--- config.mk ---
export PLATFORM = sky130hd
export DESIGN_NAME = fetch_stage_flat
export DESIGN_NICKNAME = d
export VERILOG_FILES = /design/src/rtl/fetch_stage_if.sv /design/src/rtl/fetch_stage.sv /design/src/flat_wrapper.sv
export SDC_FILE = /design/constraint.sdc
export NUM_CORES = 1
export LEC_CHECK = 0
export ABC_AREA = 1
export CELL_PAD_IN_SITES_DETAIL_PLACEMENT = 1
export CELL_PAD_IN_SITES_GLOBAL_PLACEMENT = 1
export CORE_UTILIZATION = 42
export DETAILED_ROUTE_END_ITERATION = 10
export MAX_ROUTING_LAYER = met4
export PLACE_DENSITY_LB_ADDON = 0.15
export SLEW_MARGIN = 5
export SYNTH_ARGS = -nofsm -noshare
export SYNTH_HDL_FRONTEND = slang
export SYNTH_SLANG_ARGS = --single-unit
--- constraint.sdc ---
create_clock -name clk -period 2.9 [get_ports clk]
set_input_delay 0.725 -clock clk [delete_from_list [all_inputs] [get_ports clk]]
set_output_delay 0.725 -clock clk [all_outputs]
set_load 0.005 [all_outputs]
--- src/rtl/fetch_stage_if.sv ---
// Instruction-memory bus between the fetch stage and the instruction memory.
// Single-outstanding request/response handshake:
//   req    fetch -> mem   request valid
//   addr   fetch -> mem   word-aligned byte address
//   ready  mem -> fetch   request accepted when req && ready
//   rvalid mem -> fetch   response valid, in order
//   rdata  mem -> fetch   response instruction
interface fetch_stage_if;
  logic        req;
  logic [31:0] addr;
  logic        ready;
  logic        rvalid;
  logic [31:0] rdata;

  modport master (
    output req,
    output addr,
    input  ready,
    input  rvalid,
    input  rdata
  );

  modport slave (
    input  req,
    input  addr,
    output ready,
    output rvalid,
    output rdata
  );
endinterface

--- src/rtl/fetch_stage.sv ---
// fetch_stage: RV32I instruction fetch stage.
// Holds the program counter, fetches over a single-outstanding imem handshake,
// buffers one returned instruction so memory latency and hazard stalls are
// absorbed, and kills wrong-path fetches when execute redirects.
//
// Ports:
//   clk, reset_n        clock, asynchronous active-low reset
//   StallF              hold the IF/ID-facing output registers
//   PCSrcE, PCTargetE   execute-stage redirect and target (bits [1:0] ignored)
//   imem                instruction-memory bus (fetch_stage_if.master)
//   InstrF, PCF,        registered instruction, its address, address + 4
//   PCPlus4F
//   FetchValidF         InstrF is real; otherwise InstrF is the NOP bubble
//
// Optional feature macro FETCH_PERF_CNT_EN adds FetchBubbleCnt and
// RedirectCnt (32-bit wrapping counters). Without it they are absent.
module fetch_stage #(
  parameter logic [31:0] RESET_PC  = 32'h0000_0000,
  parameter logic [31:0] NOP_INSTR = 32'h0000_0013
) (
  input  logic          clk,
  input  logic          reset_n,
  input  logic          StallF,
  input  logic          PCSrcE,
  input  logic [31:0]   PCTargetE,
  fetch_stage_if.master imem,
  output logic [31:0]   InstrF,
  output logic [31:0]   PCF,
  output logic [31:0]   PCPlus4F,
  output logic          FetchValidF
`ifdef FETCH_PERF_CNT_EN
  ,
  output logic [31:0]   FetchBubbleCnt,
  output logic [31:0]   RedirectCnt
`endif
);

  typedef enum logic [0:0] {
    S_REQ  = 1'b0,
    S_WAIT = 1'b1
  } state_e;

  state_e      r_state;
  state_e      w_state_nxt;
  logic [31:0] r_pc;
  logic [31:0] w_pc_nxt;
  logic        r_kill;
  logic        w_kill_nxt;
  logic [31:0] r_req_pc;
  logic [31:0] w_req_pc_nxt;
  logic        w_req;
  logic        w_buf_wr;
  logic [31:0] w_target;

  logic        r_buf_valid;
  logic [31:0] r_buf_instr;
  logic [31:0] r_buf_pc;

  logic [31:0] r_instr;
  logic [31:0] r_pcf;
  logic [31:0] r_pcp4;
  logic        r_valid;

  // Redirect target forced to a word boundary.
  assign w_target = PCTargetE & 32'hFFFF_FFFC;

  assign imem.req    = w_req;
  assign imem.addr   = r_pc;
  assign InstrF      = r_instr;
  assign PCF         = r_pcf;
  assign PCPlus4F    = r_pcp4;
  assign FetchValidF = r_valid;

  // Next-state logic for the request FSM, fetch PC and kill flag.
  always_comb begin
    w_state_nxt  = r_state;
    w_pc_nxt     = r_pc;
    w_kill_nxt   = r_kill;
    w_req_pc_nxt = r_req_pc;
    w_req        = 1'b0;
    w_buf_wr     = 1'b0;
    case (r_state)
      S_REQ: begin
        // Do not request while a buffered instruction is stuck behind a
        // stall; gating with reset_n keeps req low during reset.
        w_req = reset_n && !PCSrcE && (!r_buf_valid || !StallF);
        if (w_req && imem.ready) begin
          w_req_pc_nxt = r_pc;
          w_pc_nxt     = r_pc + 32'd4;
          w_state_nxt  = S_WAIT;
        end else begin
          w_state_nxt  = S_REQ;
        end
      end
      S_WAIT: begin
        if (imem.rvalid) begin
          // A response belonging to a killed path is dropped here.
          w_buf_wr    = !r_kill && !PCSrcE;
          w_kill_nxt  = 1'b0;
          w_state_nxt = S_REQ;
        end else if (PCSrcE) begin
          // Response still in flight: remember to discard it on arrival.
          w_kill_nxt  = 1'b1;
        end else begin
          w_kill_nxt  = r_kill;
        end
      end
      default: begin
        w_state_nxt = S_REQ;
        w_kill_nxt  = 1'b0;
      end
    endcase
    if (PCSrcE) begin
      w_pc_nxt = w_target;
    end else begin
      w_pc_nxt = w_pc_nxt;
    end
  end

  // FSM state, fetch PC, kill flag and in-flight request address.
  always_ff @(posedge clk or negedge reset_n) begin
    if (!reset_n) begin
      r_state  <= S_REQ;
      r_pc     <= RESET_PC;
      r_kill   <= 1'b0;
      r_req_pc <= RESET_PC;
    end else begin
      r_state  <= w_state_nxt;
      r_pc     <= w_pc_nxt;
      r_kill   <= w_kill_nxt;
      r_req_pc <= w_req_pc_nxt;
    end
  end

  // Holding buffer and IF/ID-facing output registers.
  always_ff @(posedge clk or negedge reset_n) begin
    if (!reset_n) begin
      r_buf_valid <= 1'b0;
      r_buf_instr <= NOP_INSTR;
      r_buf_pc    <= RESET_PC;
      r_instr     <= NOP_INSTR;
      r_pcf       <= RESET_PC;
      r_pcp4      <= RESET_PC + 32'd4;
      r_valid     <= 1'b0;
    end else if (PCSrcE) begin
      // Redirect overrides the stall: flush buffer and outputs, PCF held.
      r_buf_valid <= 1'b0;
      r_instr     <= NOP_INSTR;
      r_valid     <= 1'b0;
    end else begin
      if (!StallF) begin
        if (r_buf_valid) begin
          r_instr <= r_buf_instr;
          r_pcf   <= r_buf_pc;
          r_pcp4  <= r_buf_pc + 32'd4;
          r_valid <= 1'b1;
        end else begin
          r_instr <= NOP_INSTR;
          r_valid <= 1'b0;
        end
      end else begin
        r_instr <= r_instr;
        r_valid <= r_valid;
      end
      // A write in the same cycle as a drain leaves the new entry valid.
      if (w_buf_wr) begin
        r_buf_valid <= 1'b1;
        r_buf_instr <= imem.rdata;
        r_buf_pc    <= r_req_pc;
      end else if (!StallF) begin
        r_buf_valid <= 1'b0;
      end else begin
        r_buf_valid <= r_buf_valid;
      end
    end
  end

`ifdef FETCH_PERF_CNT_EN
  logic [31:0] r_bubble_cnt;
  logic [31:0] r_redirect_cnt;

  assign FetchBubbleCnt = r_bubble_cnt;
  assign RedirectCnt    = r_redirect_cnt;

  // Bubble and redirect event counters, wrapping at 2^32.
  always_ff @(posedge clk or negedge reset_n) begin
    if (!reset_n) begin
      r_bubble_cnt   <= 32'd0;
      r_redirect_cnt <= 32'd0;
    end else begin
      // An unstalled edge loads a bubble on redirect or with an empty buffer.
      if (!StallF && (PCSrcE || !r_buf_valid)) begin
        r_bubble_cnt <= r_bubble_cnt + 32'd1;
      end else begin
        r_bubble_cnt <= r_bubble_cnt;
      end
      if (PCSrcE) begin
        r_redirect_cnt <= r_redirect_cnt + 32'd1;
      end else begin
        r_redirect_cnt <= r_redirect_cnt;
      end
    end
  end
`endif

endmodule

--- src/flat_wrapper.sv ---
// flat-port wrapper written by rule: the top's interface ports become plain ports
module fetch_stage_flat 
#(
  parameter logic [31:0] RESET_PC  = 32'h0000_0000,
  parameter logic [31:0] NOP_INSTR = 32'h0000_0013
)
  (clk, reset_n, StallF, PCSrcE, PCTargetE, InstrF, PCF, PCPlus4F, FetchValidF, imem_req, imem_addr, imem_ready, imem_rvalid, imem_rdata);
  fetch_stage_if imem_i ();
  input  logic clk;
  input  logic reset_n;
  input  logic StallF;
  input  logic PCSrcE;
  input  logic [31:0] PCTargetE;
  output logic [31:0] InstrF;
  output logic [31:0] PCF;
  output logic [31:0] PCPlus4F;
  output logic FetchValidF;
  output wire logic [$bits(imem_i.req)-1:0] imem_req;
  output wire logic [$bits(imem_i.addr)-1:0] imem_addr;
  input wire logic [$bits(imem_i.ready)-1:0] imem_ready;
  input wire logic [$bits(imem_i.rvalid)-1:0] imem_rvalid;
  input wire logic [$bits(imem_i.rdata)-1:0] imem_rdata;
  assign imem_req = imem_i.req;
  assign imem_addr = imem_i.addr;
  assign imem_i.ready = imem_ready;
  assign imem_i.rvalid = imem_rvalid;
  assign imem_i.rdata = imem_rdata;
  fetch_stage #(.RESET_PC(RESET_PC), .NOP_INSTR(NOP_INSTR)) u_core (.clk(clk), .reset_n(reset_n), .StallF(StallF), .PCSrcE(PCSrcE), .PCTargetE(PCTargetE), .imem(imem_i), .InstrF(InstrF), .PCF(PCF), .PCPlus4F(PCPlus4F), .FetchValidF(FetchValidF));
endmodule
# --- Word-level counts from Yosys, hierarchy flattened ---
# Cells that the tools add are included.
word_totals:
  inputBits: 70
  out_inout_bits: 130
  reg_bits: 228
  wordCells: 55
classes:
  add_sub_neg: 2
  n_mux: 20
  n_reduce_logical: 16
  bitwise: 3
  eq_ne: 3
ops:
  columns: ["op", "n"]
  rows:
  - ["$mux 32", 6]
  - ["$add 32x3->32 const B", 2]
  - ["$mux 1", 13]
  - ["$reduce_and 2->1", 4]
  - ["$logic_and 1x1->1", 4]
  - ["$logic_not 1->1", 4]
  - ["$reduce_bool 2->1", 2]
  - ["$ne 3x1->1 const B", 1]
  - ["$not 1->1", 3]
  - ["$reduce_and 3->1", 1]
  - ["$ne 2x1->1 const B", 1]
  - ["$ne 2x2->1 const B", 1]
  - ["$pmux 1 s2", 1]
  - ["$logic_or 1x1->1", 1]

# --- Logic depth before layout (Yosys ltp) ---
logic_depth:
  word_depth: 7
  ltp_mapped: 10
  mapped_depth_nobuf: 9

# --- Least setup slack after synthesis ---
# Ideal clock, no wire load.
synth_timing:
  kind: "input to output"
  startpoint: "input port PCSrcE"
  endpoint: "output port imem_req"
  arrival_time_ns: 1.139
  setup_slack_ns: 1.036
  path_stages: 3
  path_buffers: 1
  required_time_ns: 2.175
  cell_sequence: "buf_4 -> nor2_2 -> and3_1"
synth_via:
  elab_chain_len: 4
synth_lines:
  columns: ["element", "line_no", "text"]
  rows:
  - ["start: declaration", "flat_wrapper.sv:12", "input logic PCSrcE;"]
  - ["$logic_not 1->1", "fetch_stage.sv:86", "w_req = reset_n && !PCSrcE && (!r_buf_valid || !StallF);"]
  - ["$logic_and 1x1->1 (2 in series)", "fetch_stage.sv:86", null]
  - ["$mux 1", "fetch_stage.sv:82", "case (r_state)"]
  - ["end: declaration", "flat_wrapper.sv:18", "output wire logic [$bits(imem_i.req)-1:0] imem_req;"]
# No other way between the ends.

# --- Final worst setup path ---
layout_timing:
  startpoint: "input port StallF"
  endpoint: "output port imem_req"
layout_via:
  elab_chain_len: 4
layout_lines:
  columns: ["element", "line_no", "text"]
  rows:
  - ["start: declaration", "flat_wrapper.sv:11", "input logic StallF;"]
  - ["$logic_not 1->1", "fetch_stage.sv:86", null]
  - ["$logic_or 1x1->1", "fetch_stage.sv:86", null]
  - ["$logic_and 1x1->1", "fetch_stage.sv:86", null]
  - ["$mux 1", "fetch_stage.sv:82", null]
# No other way between the ends.

==> run summary <==
The flow ran to the end, and the final reports show no timing, DRC or antenna violations. The initial cell density of the core is 43.4%. The critical path is of the in -> out type.

Timing would allow up to 0.358 GHz. After clock tree synthesis, the setup repair step added 0 buffers. The first routing iteration left 405 violations. The initial antenna violation count came out at 0. Hold is met by 0.268 ns. The tools report the number of hold violations in the final report as 0. Setup repair after global routing left no endpoint under its margin. The power per standard cell area came out at 747 mW/mm².

The tools report the synthesized area as 0.00994 mm². The die covers 0.0243 mm². In this run the remaining antenna-violating nets after routing total 0. In the layout the commonest cells are nand2_1, dfrtp_1, clkdlybuf4s50_1.

Once layout is complete, the cells apart from fillers number 1667. The dominant combinational cell family by area after synthesis was simple AND/OR/NAND/NOR gates. The post-synthesis instance total is 1152. After synthesis, the cell types taking the most area are dfrtp_1, nand2_1, nor2_1. STA classifies the critical path startpoint as an input port.

The tool flagged a number of max-cap violations equal to 0. In this run, post-CTS repair resized a total of 0 instances. The run gives 151 as the largest net degree at the start of global routing.

After clock tree synthesis, the clock-pin slew on the worst setup and hold paths is 0.06 ns. After Yosys synthesis, and, or, nand and nor cells account for 25.4% of the synthesized area. The number of global-route vias before repair was 8833. The worst register-to-register path ends at u_core.imem.addr[14]$_DFFE_PN0P_.

The synthesized netlist devotes 0.617% of its cell area to XOR and XNOR gates. Counting every sink on the clock net gives 218. Count of vias placed by the detailed router: 8474.

Routability-driven placement finished with a final weighted congestion of 0.854. In the routed layout, each cell is associated on average with a via count of 5.08. Global routing used 24.8% of the available tracks. The worst register-to-register path begins at u_core.r_state$_DFF_PN0_.

The tools report the total cell area at the placement stage as 0.0122 mm². The HPWL reported at the end of detailed placement was 20000 µm. The repair_antennas step left the layout with diodes totalling 0. The run gives 4 as the number of detailed-routing iterations run before antenna repair.

Worst max-slew margin expressed relative to the limit: 45.4%. Most common cell after layout, fill and taps aside: nand2_1. Hold repair after CTS inserted 0 buffers. Compared with the post-synthesis result, the final layout area differs by 30.1%.

In the routed design, unresolved DRC markers number 0. The measured slew at the worst slew-check pin works out to 0.818 ns. Data arrives at the worst endpoint at 2.07 ns. The logs give 0 for the number of max-slew violations in the final report and 0.0229 mm² for the placeable core region. Synthesized area divided by synthesized cell count: 8.62 µm². The floorplan row count was 55; the number of synthesis warnings was 0. Root cell of the clock tree: clkbuf_16.

The post-route netlist has 8.42% of its cells at a drive strength greater than 1. Across the VDD grid, the largest voltage drop is 0.373 mV. The tools report the final number of setup-violating endpoints as 0. The adder and majority gate portion of the synthesized area works out to 0.252%. The net count of the finished layout is 1409. The part of the Yosys area used for sequential elements was 55.0%. The count of fill cells added during filler insertion is 2699, and the final period utilization is 96.2%.

The average detailed-routed wire length per instance was 16.9 µm; the remaining global-route overflow was 0. The tools report the slack of the worst reg-to-reg path as 1.05 ns. In this run the deepest clock path goes through 3 buffers. The logic depth of the worst register-to-register path is 7, and the first-pass GRT wire length is 46400 µm. The fraction of synthesized area in multiplexers is 1.78%.

The tools report the endpoint required time on the critical path as 2.17 ns. The die outline width is 156 µm, and the insertion delay of the later-clocked pin in the worst-skew pair is 0.52 ns. After layout, the minimum clock period comes to 2.79 ns. Summed over all cells, the static leakage comes to 5.99 nW.

The clock buffer count from CTS was 24. In this run the count of I/O pins placed on the die edge is 200. The logs give 1 for the count of H-tree levels built during CTS and 1624 for the placed cell count. Following the worst setup path forward leads to its endpoint at imem_req. Power comes to 9.65 mW.

The overall die height is 156 µm, and the flop and latch count out of synthesis is 218. The worst setup path is captured at an output port. The tools report the final instance area as 0.0129 mm². The number of buffers added on ports works out to 191.

The run gives 0.0160 ns as the worst clock skew. The largest total area in the synthesized netlist belongs to dfrtp_1. The synthesized design devotes to its leading area cell type 53.1% of total area. The final layout contains routed wiring with a total length of 28100 µm. For the number of distinct library cells after synthesis, the log shows 40. The path class of the tightest hold or removal check is in -> async. In this run the worst path has a maximum fanout of 2. Tracing the worst setup path back leads to its startpoint at StallF. TritonCTS built the clock tree. Post-synthesis compound-gate area fraction: 9.22%.
==> critical path, cell delays in order <==
cell and delay (ns):
clkdlybuf4s50_1 0.46, nand2_1 0.15, and3_1 0.20, clkdlybuf4s50_1 0.52
==> where the power goes <==
part / total (mW) / switching (mW) / internal, mW
registers: 4.54 / 0.682 / 3.86
clock network: 2.86 / 1.23 / 1.63
logic: 2.25 / 1.03 / 1.22
total: 9.65 / 2.94 / 6.71
==> area by class of cell <==
type,instances,area (µm²),share of cell area (%)
multi-input combinational,765,3730,28.9
timing repair buffer,207,2140,16.5
clock buffer,32,672,5.20
tap,313,392,3.03
clock inverter,11,70.1,0.542
sequential,218,5460,42.3
inverter,121,454,3.51
==> worst min path at each step <==
stage                                    from                              end  slack (ns)  cells after the start
3_5_place_dp   u_core.FetchValidF$_DFFE_PN0P_   u_core.FetchValidF$_DFFE_PN0P_        0.47                      2
5_1_grt                               reset_n  u_core.imem.addr[9]$_DFFE_PN0P_        0.27                      2
3_3_place_gp        u_core.PCF[4]$_DFFE_PN0P_        u_core.PCF[4]$_DFFE_PN0P_        0.46                      2
6_report                              reset_n  u_core.imem.addr[9]$_DFFE_PN0P_        0.27                      2
2_1_floorplan                         reset_n   u_core.FetchValidF$_DFFE_PN0P_        0.43                      0
4_1_cts                               reset_n  u_core.imem.addr[9]$_DFFE_PN0P_        0.26                      2
==> metal layers <==
layer	wire length, µm	part of all wire [%]	vias up	track usage [%]
li1	-	-	4068	-
met1	13600	48	4212	34.4
met2	13300	47	165	39.6
met3	903	3.2	29	2.53
met4	352	1.3	0	5.04
met5	0	0	-	-
==> cells in the mapped netlist <==
cell type	n
conb_1	1
buf_4	9
or2_2	1
nand3_4	4
nand2_4	1
inv_2	5
a22o_1	2
inv_1	116
nand2_2	5
xor2_1	6
mux2_2	13
a21oi_1	50
nor2_2	7
mux2_4	2
nand3b_1	10
nor3_1	5
dfrtp_1	211
nand3_2	2
buf_1	2
nor2_4	9
o21ai_1	8
o21bai_1	2
or2_1	1
nand4_2	1
clkbuf_2	2
nor2_1	146
dfstp_2	7
o211ai_1	14
ha_1	2
nand4_1	20
clkbuf_1	12
xnor2_1	1
and3_1	1
nand2_1	258
nand3_1	90
buf_2	21
nor2_8	1
o21ai_0	96
o21a_1	1
buf_6	7
==> through the flow <==
stage	TNS [ns]	setup WS (ns)	util, %
floorplan	0	1.04	-
global placement	0	0.101	53.2
detailed placement	-0.0249	-0.0249	53.2
CTS	0	0.109	56.4
global route	0	0.0410	56.4
finish	0	0.109	56.4
==> logic make-up after synthesis <==
family	Yosys count
AND/OR/NAND/NOR	562
flip-flops	218
buffers and inverters	174
AO/OA/AOI/OAI	173
multiplexers	15
XOR/XNOR	7
adder cells (fa/ha/maj)	2
other	1
==> registers in the layout, summed over array words and instances, names as in the netlist <==
| register | flops |
|---|---|
| u_core.r_req_pc | 30 |
| u_core.r_state | 1 |
| u_core.r_buf_instr | 32 |
| u_core.PCPlus4F | 30 |
| u_core.imem.addr | 30 |
| u_core.r_buf_valid | 1 |
| u_core.FetchValidF | 1 |
| u_core.r_buf_pc | 30 |
| u_core.PCF | 30 |
| u_core.r_kill | 1 |
| u_core.InstrF | 32 |
(Power assumes the default switching activity.)
